**src/rtl/bcd_pkg.sv**
```systemverilog
// Shared types and constants for the digit-serial packed-BCD add/subtract unit.
package bcd_pkg;

  typedef enum logic [1:0] {
    OP_ADD = 2'b00,
    OP_SUB = 2'b10
  } opcode_e;

  typedef enum logic [1:0] {
    IDLE   = 2'd0,
    CALC   = 2'd1,
    RECOMP = 2'd2,
    DONE   = 2'd3
  } state_e;

  localparam logic [3:0] BCD_MAX = 4'd9;
  localparam logic [3:0] BCD_ADJ = 4'd6;

endpackage

```
**src/rtl/bcd_digit_adder.sv**
```systemverilog
// One-digit decimal adder: a + b + cin with +6 correction; combinational, zero latency.
// Pure function of its inputs, no flow control.
module bcd_digit_adder
  import bcd_pkg::*;
(
  input  logic [3:0] a,
  input  logic [3:0] b,
  input  logic       cin,
  output logic [3:0] sum,
  output logic       cout
);

  logic [4:0] raw;

  always_comb begin
    raw  = {1'b0, a} + {1'b0, b} + {4'b0000, cin};
    cout = (raw > {1'b0, BCD_MAX});
    // Adding 6 modulo 16 skips the six non-decimal codes.
    sum  = cout ? (raw[3:0] + BCD_ADJ) : raw[3:0];
  end

endmodule

```
**src/rtl/bcd_addsub_serial.sv**
```systemverilog
// Digit-serial packed-BCD add/sub (LSD first), SUB as sign + magnitude. Done after DIGITS+1
// cycles (2*DIGITS+1 for negative SUB, 1 on error); start only sampled in IDLE, never queued.
module bcd_addsub_serial
  import bcd_pkg::*;
#(
  parameter int DIGITS = 4
) (
  input  logic                  clock,
  input  logic                  reset,
  input  logic                  start,
  input  logic [1:0]            opcode,
  input  logic [4*DIGITS-1:0]   op1,
  input  logic [4*DIGITS-1:0]   op2,
  output logic                  busy,
  output logic                  done,
  output logic [4*DIGITS-1:0]   result,
  output logic                  carry_out,
  output logic                  negative,
  output logic                  error
);

  localparam int W  = 4 * DIGITS;
  localparam int CW = (DIGITS > 1) ? $clog2(DIGITS) : 1;
  localparam logic [CW-1:0] LAST = CW'(DIGITS - 1);

  state_e         state, next_state;
  logic [W-1:0]   a_sh, b_sh;
  logic           op_sub;
  logic           carry;
  logic [CW-1:0]  cnt;
  logic           start_bad;

  logic [3:0]     add_a, add_b, add_sum;
  logic           add_cin, add_cout;
  logic [W-1:0]   result_shift;

  always_comb begin
    start_bad = (opcode != OP_ADD) && (opcode != OP_SUB);
    for (int i = 0; i < DIGITS; i++) begin
      if ((op1[4*i +: 4] > BCD_MAX) || (op2[4*i +: 4] > BCD_MAX)) start_bad = 1'b1;
    end
  end

  // The single digit adder is shared: CALC feeds operand digits, RECOMP feeds the
  // nine's complement of the result digit with a +1 injected through the carry.
  always_comb begin
    add_a   = a_sh[3:0];
    add_b   = op_sub ? (BCD_MAX - b_sh[3:0]) : b_sh[3:0];
    add_cin = carry;
    if (state == RECOMP) begin
      add_a = BCD_MAX - result[3:0];
      add_b = 4'd0;
    end
  end

  bcd_digit_adder u_digit_adder (
    .a    (add_a),
    .b    (add_b),
    .cin  (add_cin),
    .sum  (add_sum),
    .cout (add_cout)
  );

  // New digit enters at the MSD end so after DIGITS shifts digit 0 sits at [3:0].
  assign result_shift = W'({add_sum, result} >> 4);

  always_ff @(posedge clock) begin
    if (reset) state <= IDLE;
    else       state <= next_state;
  end

  always_comb begin
    next_state = state;
    case (state)
      IDLE:    if (start) next_state = start_bad ? DONE : CALC;
      CALC:    if (cnt == LAST) next_state = (op_sub && !add_cout) ? RECOMP : DONE;
      RECOMP:  if (cnt == LAST) next_state = DONE;
      DONE:    next_state = IDLE;
      default: next_state = IDLE;
    endcase
  end

  assign busy = (state == CALC) || (state == RECOMP);
  assign done = (state == DONE);

  always_ff @(posedge clock) begin
    if (reset) begin
      a_sh      <= '0;
      b_sh      <= '0;
      op_sub    <= 1'b0;
      carry     <= 1'b0;
      cnt       <= '0;
      result    <= '0;
      carry_out <= 1'b0;
      negative  <= 1'b0;
      error     <= 1'b0;
    end else begin
      case (state)
        IDLE: begin
          if (start) begin
            a_sh      <= op1;
            b_sh      <= op2;
            op_sub    <= (opcode == OP_SUB);
            carry     <= (opcode == OP_SUB);
            cnt       <= '0;
            result    <= '0;
            carry_out <= 1'b0;
            negative  <= 1'b0;
            error     <= start_bad;
          end
        end
        CALC: begin
          a_sh   <= a_sh >> 4;
          b_sh   <= b_sh >> 4;
          result <= result_shift;
          carry  <= add_cout;
          if (cnt == LAST) begin
            cnt <= '0;
            if (!op_sub) begin
              carry_out <= add_cout;
            end else if (!add_cout) begin
              // No end-around carry: the difference is negative and held in ten's complement.
              negative <= 1'b1;
              carry    <= 1'b1;
            end
          end else begin
            cnt <= cnt + CW'(1);
          end
        end
        RECOMP: begin
          result <= result_shift;
          carry  <= add_cout;
          cnt    <= (cnt == LAST) ? '0 : cnt + CW'(1);
        end
        default: ;
      endcase
    end
  end

endmodule
```
**config.mk**
```make
export PLATFORM = sky130hd
export DESIGN_NAME = bcd_addsub_serial
export DESIGN_NICKNAME = d
export VERILOG_FILES = /design/src/rtl/bcd_pkg.sv /design/src/rtl/bcd_digit_adder.sv /design/src/rtl/bcd_addsub_serial.sv
export SDC_FILE = /design/constraint.sdc
export NUM_CORES = 1
export LEC_CHECK = 0
export BUFFER_PORTS_ARGS = -buffer_cell sky130_fd_sc_hd__buf_2
export CORE_MARGIN = 10
export CORE_UTILIZATION = 55
export DETAILED_ROUTE_END_ITERATION = 8
export GPL_TIMING_DRIVEN = 0
export PLACE_DENSITY = 0.76
export SLEW_MARGIN = 10
export SYNTH_ARGS = -nofsm -noshare
export SYNTH_HDL_FRONTEND = slang
export SYNTH_SLANG_ARGS = --single-unit
```
**constraint.sdc**
```tcl
create_clock -name clock -period 3.4 [get_ports clock]
set_input_delay 0.17 -clock clock [delete_from_list [all_inputs] [get_ports clock]]
set_output_delay 0.17 -clock clock [all_outputs]
set_load 0.1 [all_outputs]
```
==> Word-level counts from Yosys, hierarchy flattened <==
Cells that the tools add are included.
{ "classes": {"multipliers": 0, "mux": 35, "magnitude_cmp": 9, "shift": 0, "n_reduce_logical": 21, "addsub": 6, "eq_ne": 12, "n_div": 0, "n_bitwise": 0} }
{ "ops": {"columns": ["op", "n"], "rows": [
  ["16-bit case mux with 2 select lines", 3],
  ["16-bit 2-to-1 mux", 3],
  ["4-bit > comparator, second input constant", 8],
  ["4-bit 2-to-1 mux", 4],
  ["1-bit 2-to-1 mux", 14],
  ["2-bit 2-to-1 mux", 6],
  ["2-bit inequality test, second input constant", 6],
  ["2-bit == test, second input constant", 4],
  ["2-bit case mux with 4 select lines", 1],
  ["2-bit AND reduction", 4],
  ["4-bit subtractor, first input constant", 2],
  ["2-bit nonzero test", 3],
  ["4-bit by 4-bit adder with 5-bit output", 1],
  ["5-bit by 1-bit adder with 5-bit output", 1],
  ["5-bit by 4-bit > comparator with 1-bit output, second input constant", 1],
  ["1-bit logical OR", 5],
  ["5-bit AND reduction", 1],
  ["4-bit by 3-bit adder with 4-bit output, second input constant", 1],
  ["1-bit case mux with 2 select lines", 2],
  ["2-bit case mux with 2 select lines", 1],
  ["4-bit AND reduction", 1],
  ["1-bit case mux with 3 select lines", 1],
  ["3-bit AND reduction", 1],
  ["3-bit nonzero test", 1],
  ["other kinds (7)", 8]
]} }
{ "totals": {"output_inout_bits": 21, "ram_bits": 0, "latchBits": 0, "inputBits": 37, "register_bits": 57, "memories": 0, "rom_bits": 0} }

==> Depth between registers and ports, before layout <==
Gate-level depths: netlist of run 1.
{ "logic_depth": {"ltp_word": 11, "ltp_mapped": 13, "depth_no_buf": 11} }

==> Hierarchy <==
Synthesis of run 1 repeated with hierarchy kept, for this count alone.
{ "unflattened": {"cells_unflattened": 322, "area_unflattened_um2": 3069.2} }
{ "modules_own_cells": {"columns": ["module", "area_per_inst_um2", "instances", "cells_per_inst"], "rows": [
  ["bcd_addsub_serial", 2851.5, 1, 299],
  ["bcd_digit_adder", 217.7, 1, 23]
]} }

==> Worst setup path before layout of run 1 <==
Ideal clock, no wire load.
{ "synth_path": {"path_type": "flip-flop to flip-flop", "startpoint": "reg result[1]", "endpoint": "reg result[14]", "required_ns": 3.315, "t_arrival_ns": 3.105, "stages_incl_launch_ff": 11, "setup_ns": 0.085, "path_slack_ns": 0.210, "synth_period_minus_slack_ns": 3.190, "cell_sequence": "dfxtp_1 inv_1 ha_1 mux2_2 ha_1 xnor2_1 and2_1 or3b_1 buf_2 and3_1 o31ai_2"} }
{ "synth_between": {"elab_chain_cells": 7, "elab_cells_between_ends": 8} }
{ "synth_rtl": {"columns": ["element", "line", "source"], "rows": [
  ["from (decl)", "bcd_addsub_serial.sv:16", "output logic [4*DIGITS-1:0] result,"],
  ["from (signal assigned)", "bcd_addsub_serial.sv:115", "result <= result_shift;"],
  ["from (signal assigned)", "bcd_addsub_serial.sv:131", "result <= result_shift;"],
  ["4-bit subtractor (*)", "bcd_addsub_serial.sv:51", "add_a = BCD_MAX - result[3:0];"],
  ["4-bit 2-to-1 mux (*)", "bcd_addsub_serial.sv:50", "if (state == RECOMP) begin"],
  ["4-bit by 4-bit adder with 5-bit output (*)", "bcd_digit_adder.sv:16", "raw = {1'b0, a} + {1'b0, b} + {4'b0000, cin};"],
  ["5-bit by 1-bit adder with 5-bit output (*)", "bcd_digit_adder.sv:16", null],
  ["4-bit by 3-bit adder with 4-bit output / 5-bit by 4-bit > comparator with 1-bit output (equally long branches)", "bcd_digit_adder.sv:19, bcd_digit_adder.sv:17", null],
  ["4-bit 2-to-1 mux (*)", "bcd_digit_adder.sv:19", "sum = cout ? (raw[3:0] + BCD_ADJ) : raw[3:0];"],
  ["16-bit case mux with 2 select lines (*)", "bcd_addsub_serial.sv:98", "case (state)"]
]} }
Mark *: on every way between the ends. The rest lies on a longest branch, timed or not.
A chain may end at the register's enable or synchronous reset.

==> Worst setup path in the final report of run 1 <==
{ "layout_path": {"startpoint": "reg state[0]", "endpoint": "reg carry, in the netlist add_cin"} }
{ "layout_between": {"elab_chain_cells": 8, "elab_cells_between_ends": 14} }
{ "layout_rtl": {"columns": ["element", "line", "source"], "rows": [
  ["from (decl)", "bcd_addsub_serial.sv:26", "state_e state, next_state;"],
  ["from (signal assigned)", "bcd_addsub_serial.sv:69", "else state <= next_state;"],
  ["2-bit == test", "bcd_addsub_serial.sv:50, bcd_addsub_serial.sv:98", null],
  ["4-bit 2-to-1 mux", "bcd_addsub_serial.sv:50", null],
  ["4-bit by 4-bit adder with 5-bit output", "bcd_digit_adder.sv:16", null],
  ["5-bit by 1-bit adder with 5-bit output", "bcd_digit_adder.sv:16", null],
  ["5-bit by 4-bit > comparator with 1-bit output", "bcd_digit_adder.sv:17", "cout = (raw > {1'b0, BCD_MAX});"],
  ["1-bit 2-to-1 mux", "bcd_addsub_serial.sv:119", "if (!op_sub) begin"],
  ["1-bit 2-to-1 mux", "bcd_addsub_serial.sv:117", "if (cnt == LAST) begin"],
  ["1-bit case mux with 3 select lines", "bcd_addsub_serial.sv:98", null],
  ["to (signal assigned)", "bcd_addsub_serial.sv:104", "carry <= (opcode == OP_SUB);"],
  ["to (signal assigned)", "bcd_addsub_serial.sv:116", "carry <= add_cout;"],
  ["to (signal assigned)", "bcd_addsub_serial.sv:132", "carry <= add_cout;"],
  ["to (decl)", "bcd_addsub_serial.sv:29", "logic carry;"]
]} }
Parallel ways exist; a longest one is shown, timed or not.

==> results.ini, run 1 <==
[timing]
post-route-min-period_ns=3.10
max-slew-margin-rel_pct=52.0
final_max_slew_viol_count=0
setup_viol=0
skew_ns=0.00811
hold_violations=0
fin_tns_setup_ns=0
rsz0062_at_grt=no
post-route-period-util_pct=91.0
worst_slew_pin_slew_ns=0.720
max_freq_ghz=0.323

[logic_synthesis]
synth_flop_cell=dfxtp_1
synth_area_um2=2900
yosysTopAreaCell=dfxtp_1
yosys_warnings=0
ys_types=37
ys_seq_area_share_pct=39.3
ys_ff_latch=57
synth_top_cells_by_area=dfxtp_1 39%, mux2i_1 10%, nor2_1 9.3%
synthCells=341
yosys.area.top_type_share_pct=39.3
async_reset_ff_share_pct=0
avgSynthCellArea_um2=8.52
synth-edff-count=0
synth_nets=391

[clock_tree]
clkTransAtPathRegs_ns=0.07
cts_tree=yes
clockBufferDepth=2
cts_htree_levels=3
cts_buffers=9
cts-root-buf=clkbuf_8
postCtsHoldBufs=0
cts.sinks=57
clock_latency_ns=0.34

[critical_path]
cp_max_fo=11
arrival_ns=3.36
end_kind=flop
cp-start-kind=flop
critical_path_class=flop to flop
cp.required_ns=3.66

[floorplan]
num_rows=26
pin_count=58
core_area_um2=5110
die_area_um2=8590
initial_core_util_pct=56.9
fp.dieH_um=92.7
die_w_um=92.7

[power]
power_mw=3.20
peakVddDrop_mv=0.385
p_sw_share_pct=45.9
pwr-share-seq_pct=30.6
pwr_density_cell_nw_per_um2=928
comb_power_share_pct=51.9
p_int_mw=1.73
leakage_nw=1.47
power_frac_clock_pct=17.5
switchingPower_mw=1.47

[drt]
final_antenna_net_count=0
drt_iter0_markers=106
drt-wirelength-per-cell_um=15.4
first_pass_iters=4
via_per_inst=5.56
wl_mm=7.42
drc=0
dr_total_vias=2682

[grt]
grt_pass1_wl_mm=12.2
grt-ovfl-total=0
grt_pass1_vias=2664
grt_antenna_before_repair=0
grt_usage_pct=17.6
grt_max_degree=11

[job]
max_cap_violations=0

[layout]
num-nets-final=457
drive_gt1_share_pct=20.6
antenna_cells=0
synthToLayoutAreaGrowth_pct=18.8

[worst_hold_path]
hold_path.class=primary input to flop

[place]
place_congestion=0.889
dp_hpwl_mm=5.72
port-buffer-count=56

[outcome]
outcome=finished clean

-- synth_stat cells, types with 2 or more instances --
master and instances:
o21ai_0 14, buf_2 5, fa_1 2, a22oi_1 23
nand2_1 9, nor2_1 72, nor3_1 3, and2_1 6
mux2_2 2, dfxtp_1 57, a211oi_1 25, xnor2_1 3
mux2i_1 29, ha_1 11, inv_1 14, nand3_1 6
nand4_1 2, clkbuf_1 17, a21oi_1 19, nand2b_1 4
xor2_1 2
-- worst max-delay path, stage by stage (launching register included) --
cell      delay, ns
dfxtp_1        0.36
inv_1          0.12
ha_2           0.32
mux2i_1        0.26
fa_1           0.22
inv_1          0.05
fa_1           0.43
xnor2_1        0.19
and2_1         0.20
or3b_1         0.34
buf_2          0.16
and2_1         0.19
a211oi_2       0.17
-- metrics by stage --
stage	worst slack, ns	instances	area [µm²]	utilization, %	hold slack [ns]
after floorplan	0.210	341	2900	-	0.318
after global placement	0.138	467	3270	64.1	0.437
after detailed placement	0.0828	467	3270	64.1	0.449
after CTS	0.0641	483	3450	67.5	0.0995
after global routing	0.0537	482	3450	67.6	0.0922
final	0.305	482	3450	67.6	0.100
-- metal layers --
layer	vias up	global-route usage (%)	part of all wire [%]	wire length, µm
li1	1339	-	-	-
met5	-	0	0	0
met4	0	7.20	1.8	137
met3	15	6.94	6.7	497
met2	74	28.5	46	3440
met1	1254	20.4	45	3340
-- worst paths after layout --
kind	startpoint	end	slack, ns	cells after the start
worst min-delay path	op1[15]	a_sh[15]	0.10	3
worst min register to register	result[15]	result[15]	0.49	2
worst max-delay path	state[0]	add_cin	0.30	12
worst max register to register	state[0]	add_cin	0.30	12
-- power by group through the flow --
stage | sequential [mW] | clock [mW] | combinational [mW]
4_1_cts | 0.979 | 0.565 | 1.65
2_1_floorplan | 1.13 | 0 | 1.17
3_3_place_gp | 0.983 | 0 | 1.62
5_1_grt | 1.00 | 0.596 | 1.84
3_5_place_dp | 0.992 | 0 | 1.65
6_report | 0.980 | 0.561 | 1.66
-- flip-flops by register name, indices dropped and copies added (netlist names) --
| signal | count |
|---|---|
| a_sh | 16 |
| add_cin | 1 |
| b_sh | 16 |
| carry_out | 1 |
| cnt | 2 |
| error | 1 |
| negative | 1 |
| op_sub | 1 |
| result | 16 |
| state | 2 |
-- timing repair --
| action | in CTS | in global routing |
|---|---|---|
| resized for setup | 0 | 2 |
| setup endpoints to repair | 0 | 7 |
| buffers inserted | 0 | 0 |
-- cells in the final DEF (no fill, tap or decap), types with 4 or more instances in the layout --
| cell | instances |
|---|---|
| nand2_1 | 9 |
| o21ai_0 | 14 |
| a21oi_1 | 19 |
| clkbuf_8 | 11 |
| buf_2 | 61 |
| and2_1 | 6 |
| dfxtp_1 | 57 |
| a211oi_1 | 25 |
| ha_1 | 10 |
| mux2i_1 | 29 |
| nor2_1 | 72 |
| nand3_1 | 6 |
| nand2b_1 | 4 |
| clkbuf_1 | 18 |
| inv_1 | 14 |
| a22oi_1 | 23 |
-- logic make-up after synthesis --
| group | share of synthesized area, % |
|---|---|
| compound gates | 21.0 |
| xor+xnor | 1.51 |
| fa+ha+maj | 6.12 |
| buf+inv | 5.26 |
| flops | 39.3 |
| mux | 10.8 |
| simple gates | 16.0 |
-- layout make-up --
type | count | area [µm²]
clock inverter | 3 | 15.0
multi-input combinational | 246 | 1620
tap | 70 | 87.6
timing repair buffer | 56 | 280
fill | 470 | 1660
inverter | 14 | 52.6
buffer | 23 | 96.3
sequential | 57 | 1140
clock buffer | 13 | 159
(Power assumes the default switching activity.)
==> inputs of run 2 (changes only) <==
--- a/config.mk
+++ b/config.mk
@@ -8,7 +8,8 @@
 export BUFFER_PORTS_ARGS = -buffer_cell sky130_fd_sc_hd__buf_2
+export CAP_MARGIN = 20
 export CORE_MARGIN = 10
-export CORE_UTILIZATION = 55
+export CORE_UTILIZATION = 52
 export DETAILED_ROUTE_END_ITERATION = 8
 export GPL_TIMING_DRIVEN = 0
-export PLACE_DENSITY = 0.76
+export PLACE_DENSITY = 0.72
 export SLEW_MARGIN = 10
==> constraint.sdc (replaced) <==
create_clock -name clock -period 3.4 [get_ports clock]
set_input_delay 0 -clock clock [delete_from_list [all_inputs] [get_ports clock]]
set_output_delay 0 -clock clock [all_outputs]
set_load 0.1 [all_outputs]
==> results.ini, run 2 (same netlist as run 1, synthesis figures left out) <==
[critical_path]
cp.required_ns=3.65  ; about the same
end_kind=flop
arrival_ns=3.33  ; -0.03 ns
critical_path_class=flop to flop
cp-start-kind=flop
cp_max_fo=11  ; unchanged

[clock_tree]
cts_buffers=9  ; unchanged
cts_htree_levels=3  ; unchanged
cts.sinks=57  ; unchanged
cts_tree=yes
cts-root-buf=clkbuf_8
clock_latency_ns=0.34  ; about the same
clockBufferDepth=2  ; unchanged
clkTransAtPathRegs_ns=0.07  ; about the same

[layout]
stdcell_area_um2=3480  ; +0.98%
final_common_cell=nor2_1
final_cell_mix=72 x nor2_1, 61 x buf_2, 57 x dfxtp_1
synthToLayoutAreaGrowth_pct=20.0
post-route-util_pct=63.7  ; -3.9 points
instances_no_fill=486  ; +0.83%
drive_gt1_share_pct=20.8  ; +0.14 points
num-nets-final=459  ; +0.44%
top_regs=a_sh: 16 flops, b_sh: 16 flops, result: 16 flops
antenna_cells=0  ; unchanged

[timing]
post-route-min-period_ns=3.08  ; -0.0143 ns
hold_violations=0  ; unchanged
max_freq_ghz=0.325  ; +0.46%
max-slew-margin-rel_pct=38.7  ; -13 points
final_max_slew_viol_count=0  ; unchanged
skew_ns=0.00454  ; -0.00357 ns
fin_tns_setup_ns=0  ; unchanged
rsz0062_at_grt=no
post-route-period-util_pct=90.6  ; -0.42 points
setup_viol=0  ; unchanged
worst_slew_pin_slew_ns=0.913  ; +0.193 ns

[job]
max_cap_violations=0  ; unchanged

[grt]
grt_max_degree=11  ; unchanged
grt_usage_pct=17.4  ; -0.20 points
grt_antenna_before_repair=0  ; unchanged
grt-ovfl-total=0  ; unchanged
grt_pass1_wl_mm=12.4  ; +0.96%
grt_pass1_vias=2583  ; -3.0%

[power]
power_mw=3.25  ; +1.3%
peakVddDrop_mv=0.471  ; +22%
pwr_density_cell_nw_per_um2=931  ; +0.36%
leakage_nw=1.48  ; +0.84%

[drt]
wl_mm=7.62  ; +2.7%
final_antenna_net_count=0  ; unchanged
first_pass_iters=4  ; unchanged
drc=0  ; unchanged
drt-wirelength-per-cell_um=15.7  ; +1.9%
dr_total_vias=2677  ; -0.19%
drt_iter0_markers=142  ; +34%
via_per_inst=5.51  ; -1.0%

[floorplan]
initial_core_util_pct=53.1  ; -3.8 points
core_area_um2=5470  ; +7.2%
num_rows=27  ; +3.8%
die_area_um2=8970  ; +4.5%
die_w_um=94.7  ; +2.2%
pin_count=58  ; unchanged
fp.dieH_um=94.7  ; +2.2%

[place]
place_congestion=0.841  ; -5.4%
place_area_um2=3270  ; about the same
placed_cells=469  ; +0.43%
port-buffer-count=56  ; unchanged
dp_hpwl_mm=5.78  ; +1.0%

[outcome]
outcome=finished clean

[worst_hold_path]
hold_path.class=primary input to flop

[run 2: changes by cell type in the layout (fill, tap and decap cells not counted), sizes merged]
cell         before  now
clkbuf           29   28
dlygate4sd3       0    2
clkinvlp          0    1
[run 2: per-layer routing]
metal,wire [µm],GRT usage (%),up-vias
met5,0,0,-
met2,3620,29.0,75
met3,508,5.63,11
li1,-,-,1342
met4,104,5.61,0
met1,3380,20.8,1249
[run 2: power by group]
| part | internal (mW) | switching, mW |
|---|---|---|
| Clock | 0.323 | 0.286 |
| Combinational | 0.570 | 1.09 |
| Sequential | 0.859 | 0.119 |
[run 2: critical path: stages (launching register included)]
cell     delay [ns]
dfxtp_1        0.36
inv_1          0.12
ha_2           0.32
mux2i_1        0.27
fa_1           0.23
inv_1          0.06
fa_1           0.42
xnor2_1        0.18
and2_1         0.19
or3b_1         0.33
buf_2          0.17
and3_1         0.20
o31ai_2        0.16
[run 2: path summary, 6_finish.rpt]
path / depth (start not counted) / start / slack, ns / endpoint
setup reg to reg: 12 / state[0] / 0.32 / result[14]
setup / recovery: 12 / state[0] / 0.32 / result[14]
hold / removal: 3 / op2[11] / 0.004 / b_sh[11]
hold reg to reg: 2 / b_sh[11] / 0.50 / b_sh[11]
[run 2: layout make-up]
type | instances | area (µm²)
Fill cell | 508 | 1990
Multi-Input combinational cell | 246 | 1610
Sequential cell | 57 | 1140
Timing Repair Buffer | 58 | 300
Clock buffer | 12 | 165
Buffer | 23 | 96.3
Tap cell | 72 | 90.1
Inverter | 14 | 52.6
Clock inverter | 4 | 26.3
[run 2: per-stage QoR]
step / worst slack (ns) / hold slack [ns]
2_1_floorplan: 0.210 / 0.148
3_5_place_dp: 0.0805 / 0.268
6_report: 0.319 / 0.00431
3_3_place_gp: 0.150 / 0.267
5_1_grt: 0.0641 / 0.00916
4_1_cts: 0.0566 / 0.000879
[run 2: repair_timing]
action / 4_1_cts / 5_1_grt
hold buffers: 2 / 0
setup endpoints to repair: 0 / 7
gates resized for setup: 0 / 1
hold endpoints to repair: 2 / 0
setup buffers: 0 / 0
